===== config.mk =====
export PLATFORM = sky130hd
export DESIGN_NAME = spi_master_ctrl
export DESIGN_NICKNAME = d
export VERILOG_FILES = /design/src/rtl/spi_master_ctrl.sv
export SDC_FILE = /design/constraint.sdc
export NUM_CORES = 1
export LEC_CHECK = 0
export ABC_AREA = 0
export CORE_MARGIN = 2
export CORE_UTILIZATION = 54
export DETAILED_ROUTE_END_ITERATION = 6
export PLACE_DENSITY = 0.79
export SYNTH_ARGS = -nofsm -noshare
export SYNTH_HDL_FRONTEND = slang
export SYNTH_SLANG_ARGS = --single-unit

===== constraint.sdc =====
create_clock -name clk -period 2.3 [get_ports clk]
set_input_delay 0.575 -clock clk [delete_from_list [all_inputs] [get_ports clk]]
set_output_delay 0.575 -clock clk [all_outputs]
set_load 0.005 [all_outputs]

===== src/rtl/spi_master_ctrl.sv =====
// Byte-oriented SPI mode-0 master sequencer driven by an external half-bit tick generator.
// Optional build macro SPI_LSB_FIRST_EN selects LSB-first shifting on MOSI and MISO.
module spi_master_ctrl #(
  parameter int unsigned DATA_W         = 8,
  parameter int unsigned CS_SETUP_TICKS = 1,
  parameter int unsigned CS_HOLD_TICKS  = 1
) (
  input  logic              clk,
  input  logic              rst_n,
  input  logic              cmd_valid,
  output logic              cmd_ready,
  input  logic [DATA_W-1:0] cmd_data,
  input  logic              cmd_last,
  output logic              rx_valid,
  output logic [DATA_W-1:0] rx_data,
  output logic              busy,
  output logic              tick_en,
  input  logic              tick,
  output logic              spi_cs_n,
  output logic              spi_sclk,
  output logic              spi_mosi,
  input  logic              spi_miso
);

  localparam int unsigned CntW = (DATA_W > 1) ? $clog2(DATA_W) : 1;
  localparam logic [CntW-1:0] BitLast   = CntW'(DATA_W - 1);
  localparam logic [3:0]      SetupLast = 4'(CS_SETUP_TICKS - 1);
  localparam logic [3:0]      HoldLast  = 4'(CS_HOLD_TICKS - 1);

  typedef enum logic [2:0] {StIdle, StSetup, StXfer, StGap, StHold} state_e;

  state_e            state_q;
  logic [DATA_W-1:0] tx_sr_q;
  logic [DATA_W-1:0] rx_sr_q;
  logic              last_q;
  logic [CntW-1:0]   bit_cnt_q;
  logic [3:0]        tick_cnt_q;

  logic              accept;
  logic              first_bit;
  logic              next_bit;
  logic [DATA_W-1:0] tx_shifted;
  logic [DATA_W-1:0] rx_shifted;

  assign accept = cmd_valid & cmd_ready;

`ifdef SPI_LSB_FIRST_EN
  assign first_bit  = cmd_data[0];
  assign next_bit   = tx_sr_q[1];
  assign tx_shifted = tx_sr_q >> 1;
  assign rx_shifted = {spi_miso, rx_sr_q[DATA_W-1:1]};
`else
  assign first_bit  = cmd_data[DATA_W-1];
  assign next_bit   = tx_sr_q[DATA_W-2];
  assign tx_shifted = tx_sr_q << 1;
  assign rx_shifted = {rx_sr_q[DATA_W-2:0], spi_miso};
`endif

  always_ff @(posedge clk) begin
    if (!rst_n) begin
      state_q    <= StIdle;
      cmd_ready  <= 1'b0;
      rx_valid   <= 1'b0;
      rx_data    <= '0;
      busy       <= 1'b0;
      tick_en    <= 1'b0;
      spi_cs_n   <= 1'b1;
      spi_sclk   <= 1'b0;
      spi_mosi   <= 1'b0;
      tx_sr_q    <= '0;
      rx_sr_q    <= '0;
      last_q     <= 1'b0;
      bit_cnt_q  <= '0;
      tick_cnt_q <= '0;
    end else begin
      rx_valid <= 1'b0;
      unique case (state_q)
        StIdle: begin
          if (accept) begin
            tx_sr_q    <= cmd_data;
            last_q     <= cmd_last;
            spi_mosi   <= first_bit;
            spi_cs_n   <= 1'b0;
            tick_en    <= 1'b1;
            cmd_ready  <= 1'b0;
            busy       <= 1'b1;
            tick_cnt_q <= '0;
            state_q    <= StSetup;
          end else begin
            cmd_ready <= 1'b1;
          end
        end
        StSetup: begin
          if (tick) begin
            if (tick_cnt_q == SetupLast) begin
              bit_cnt_q <= '0;
              spi_sclk  <= 1'b0;
              state_q   <= StXfer;
            end else begin
              tick_cnt_q <= tick_cnt_q + 4'd1;
            end
          end
        end
        StXfer: begin
          if (tick) begin
            spi_sclk <= ~spi_sclk;
            if (!spi_sclk) begin
              rx_sr_q <= rx_shifted;
            end else if (bit_cnt_q == BitLast) begin
              // Word done: generator is cleared here; HOLD re-enables it from a fresh count.
              rx_data    <= rx_sr_q;
              rx_valid   <= 1'b1;
              tick_en    <= 1'b0;
              tick_cnt_q <= '0;
              if (last_q) begin
                state_q <= StHold;
              end else begin
                cmd_ready <= 1'b1;
                state_q   <= StGap;
              end
            end else begin
              tx_sr_q   <= tx_shifted;
              spi_mosi  <= next_bit;
              bit_cnt_q <= bit_cnt_q + CntW'(1);
            end
          end
        end
        StGap: begin
          if (accept) begin
            tx_sr_q   <= cmd_data;
            last_q    <= cmd_last;
            spi_mosi  <= first_bit;
            tick_en   <= 1'b1;
            cmd_ready <= 1'b0;
            bit_cnt_q <= '0;
            state_q   <= StXfer;
          end
        end
        StHold: begin
          if (tick && (tick_cnt_q == HoldLast)) begin
            spi_cs_n  <= 1'b1;
            tick_en   <= 1'b0;
            spi_mosi  <= 1'b0;
            busy      <= 1'b0;
            cmd_ready <= 1'b1;
            state_q   <= StIdle;
          end else begin
            tick_en <= 1'b1;
            if (tick) begin
              tick_cnt_q <= tick_cnt_q + 4'd1;
            end
          end
        end
        default: state_q <= StIdle;
      endcase
    end
  end

endmodule


==> reports/summary.md <==
• **clock sinks** 41
• **wirelength, routed** 4.277 mm
• **kind of path behind the tightest hold check** reg2reg
• **leakage power summed over all cells** 0.0009656 µW
• **unrepaired setup endpoints after global routing** false
• **maximum achievable frequency** 0.4926 GHz
• **highest fanout seen on the critical path** 15
• **detailed placer's ending HPWL** 2.970 mm
• **Async SR Flop Fraction** 0%
• **grt total ovfl** 0
• **final layout net count** 276
• **Yosys warnings** 0
• **worst setup slack before clock tree synthesis** -0.01379 ns
• **CP top delay family** simple AND/OR/NAND/NOR gates
• **Final Slew Violations** 0
• **Primary FF master, synth** sky130_fd_sc_hd__dfxtp_1
• **distinct cell type count after synthesis** 56
• **DRC violation count after routing** 0
• **number of iterations in the first detailed-routing pass** 4
• **status** finished, final reports clean
• **core box area** 0.003716 mm²
• **I/O Pins** 29
• **average size of a mapped cell** 9.392 µm²
• **number of failing setup endpoints in the final timing report** 0
• **Max Clock Skew** 0.005625 ns
• **class of the most critical setup path** reg2reg
• **via count normalized by instance count** 5.583
• **peak supply drop** 0.0004505 V
• **max incr delay on CP** 0.72 ns
• **max-slew headroom at the worst pin** 59.29%
• **depth of the CTS H-tree** 2
• **number of antenna violations at the first check in global routing** 0
• **cell at the root of the clock tree** sky130_fd_sc_hd__clkbuf_8
• **starting density of the core** 56.87%
• **Layout Utilization** 69.36%
• **non-filler cells in the finished layout** 307
• **total of buffers placed on input and output ports** 28
• **number of instances in the synthesized netlist** 225
• **Worst EP required** 2.49 ns
• **Iter 0 DRT Violations** 110
• **via count of the first global-routing pass** 1645
• **CTS tree** done
• **Synth Cell Area** 0.002113 mm²
• **worst slew pin tran** 0.6098 ns
• **clock-pin slew on the worst setup and hold paths** 0.08 ns
• **fraction of final layout cells sized beyond drive strength 1** 16.22%
• **maximum number of pins on one net before global-route repair** 20
• **hold_ws** 0.4587 ns
• **number of synthesized flops with an enable pin** 0
• **post-CTS setup buffer count** 0
• **cts-stage hold buffer count** 0
• **routed len/inst** 13.93 µm
• **crit path DAT** 2.22 ns
• **count of buffer and inverter cells on the critical path** 1
• **die outline area** 0.004430 mm²
• **FF+latch count, synth** 41
• **Layout Area Growth over Synthesis** 21.97%
• **Mapped Nets** 243
• **placer congestion estimate** 0.9113
• **sequential share of the synthesized area** 38.84%
• **clock latency on the worst-skew pair** 0.30 ns
• **number of antenna diodes** 0
• **die boundary height** 66.56 µm
• **fin crit share** 88.26%
• **startpoint type of the worst setup path** register
• **DR vias** 1714
• **number of nets with antenna violations after detailed routing** 0
• **Inserted Clock Buffers** 5
• **setup slack of the critical path after layout** 0.2701 ns
• **time the worst path needs with I/O delays and setup** 2.030 ns
• **number of buffers on the longest clock path** 2
• **number of standard-cell rows in the floorplan** 22
• **final-report hold violation count** 0
• **wire length of the first global-routing pass** 7.362 mm
• **combined global-route utilization of all metal layers** 21.79%
• **cell at the slowest stage of the critical path** sky130_fd_sc_hd__dfxtp_1
• **die outline width** 66.56 µm
• **number of gates resized after CTS** 0
• **endpoint kind of the worst setup timing path** register
• **maximum capacitance violations** 0
• **cell chain of the critical path** inv_1 -> or4_4 -> nor2b_4 -> mux2_4
• **power per cell area** 929.1 mW/mm²
• **count of placed standard cells including taps** 299
worst register-to-register path, cell delays in order, from the launching register on:
cell,delay (ns)
sky130_fd_sc_hd__dfxtp_1,0.72
sky130_fd_sc_hd__inv_1,0.18
sky130_fd_sc_hd__or4_4,0.57
sky130_fd_sc_hd__nor2b_4,0.16
sky130_fd_sc_hd__mux2_4,0.29
area by class of cell:
cell class                 instances  area, µm²
sequential                        41      820.8
clock buffer                       6      82.58
fill                             314       1139
tap                               48      60.06
timing repair buffer              37      347.8
multi-input combinational        168       1210
clock inverter                     2      37.54
inverter                           5      18.77
layout by cell type (no fill, tap or decap), types with 2 or more instances in the layout:
cell type                         instances
sky130_fd_sc_hd__nor2_2                   5
sky130_fd_sc_hd__inv_1                    4
sky130_fd_sc_hd__mux2i_1                 25
sky130_fd_sc_hd__nand2b_1                 4
sky130_fd_sc_hd__and3_1                   2
sky130_fd_sc_hd__nor2_1                  24
sky130_fd_sc_hd__a211oi_1                 5
sky130_fd_sc_hd__clkbuf_8                 6
sky130_fd_sc_hd__or3b_1                   3
sky130_fd_sc_hd__dfxtp_1                 41
sky130_fd_sc_hd__o21a_1                   2
sky130_fd_sc_hd__nor2b_1                  4
sky130_fd_sc_hd__ha_1                     4
sky130_fd_sc_hd__o211ai_2                 2
sky130_fd_sc_hd__o21ai_0                  8
sky130_fd_sc_hd__clkdlybuf4s50_1         28
sky130_fd_sc_hd__nand3_1                 11
sky130_fd_sc_hd__nor2_4                   2
sky130_fd_sc_hd__o211ai_1                 2
sky130_fd_sc_hd__nand2_1                 15
sky130_fd_sc_hd__buf_4                    9
sky130_fd_sc_hd__and2_1                   2
sky130_fd_sc_hd__a211oi_2                 4
sky130_fd_sc_hd__a21oi_1                  9
sky130_fd_sc_hd__nor3_1                   4
sky130_fd_sc_hd__nand2_2                  2
sky130_fd_sc_hd__o31ai_1                  3
cell usage after synthesis, drive strengths merged (2+ instances only):
master / number / area share [%]
a22oi: 2 / 1.4
and2: 3 / 1.0
nand2b: 4 / 1.2
a21oi: 10 / 2.9
nand2: 17 / 3.3
nand3: 11 / 2.6
buf: 7 / 2.3
o21ai: 9 / 2.3
o21a: 2 / 0.71
o211ai: 4 / 1.9
nor3b: 2 / 1.2
ha: 4 / 2.4
mux2i: 25 / 12
or3b: 3 / 1.2
or4: 2 / 0.89
nand3b: 2 / 1.3
nor3: 4 / 0.95
dfxtp: 41 / 39
and3: 2 / 0.59
nor2b: 5 / 1.8
a211oi: 9 / 4.1
nor2: 31 / 6.8
inv: 4 / 0.71
clkbuf: 4 / 0.71
o31ai: 3 / 1.1
registers in the layout, indices dropped and copies added, names as in the netlist, 3 cells and up:
name	cells
bit_cnt_q	3
rx_data	8
rx_sr_q	8
tx_sr_q	7
state_q	3
tick_cnt_q	4
path summary, 6_finish.rpt:
| check | startpoint | to | slack, ns | cells after the start |
|---|---|---|---|---|
| setup reg to reg | state_q[0] | tick_cnt_q[0] | 0.27 | 4 |
| hold reg to reg | spi_mosi | spi_mosi | 0.46 | 2 |
| hold / removal | spi_mosi | spi_mosi | 0.46 | 2 |
| setup / recovery | state_q[0] | tick_cnt_q[0] | 0.27 | 4 |
stage by stage:
step / total power [µW] / cell area [µm²] / TNS (ns)
2_1_floorplan: 1584 / 2113 / 0
3_3_place_gp: 1779 / 2457 / 0
3_5_place_dp: 1790 / 2457 / -0.01379
4_1_cts: 2404 / 2577 / 0
5_1_grt: 2538 / 2577 / 0
6_report: 2395 / 2577 / 0
logic make-up after synthesis:
group,share of synthesized area (%)
xor gates and xnor gates,0.4145
adders and majority gates,2.368
DFF,38.84
and+or+nand+nor,25.70
buffers and inverters,3.907
muxes,12.55
AOI/OAI and AO/OA,16.22
metal layers:
| metal | vias to the layer above | part of all wire (%) | GRT usage [%] |
|---|---|---|---|
| met1 | 796 | 45 | 26.68 |
| met5 | - | 0 | 0 |
| met4 | 0 | 1.9 | 8.163 |
| met3 | 10 | 4.9 | 6.250 |
| met2 | 40 | 48 | 36.13 |
| li1 | 868 | - | - |
report_power, final:
part / leakage [µW] / switching (µW) / total [µW] / internal (µW)
logic: 0.000575 / 446 / 870 / 423
clock network: 0.0000574 / 260 / 612 / 353
registers: 0.000333 / 113 / 913 / 800
No activity file was read; power rests on OpenSTA's default activity.
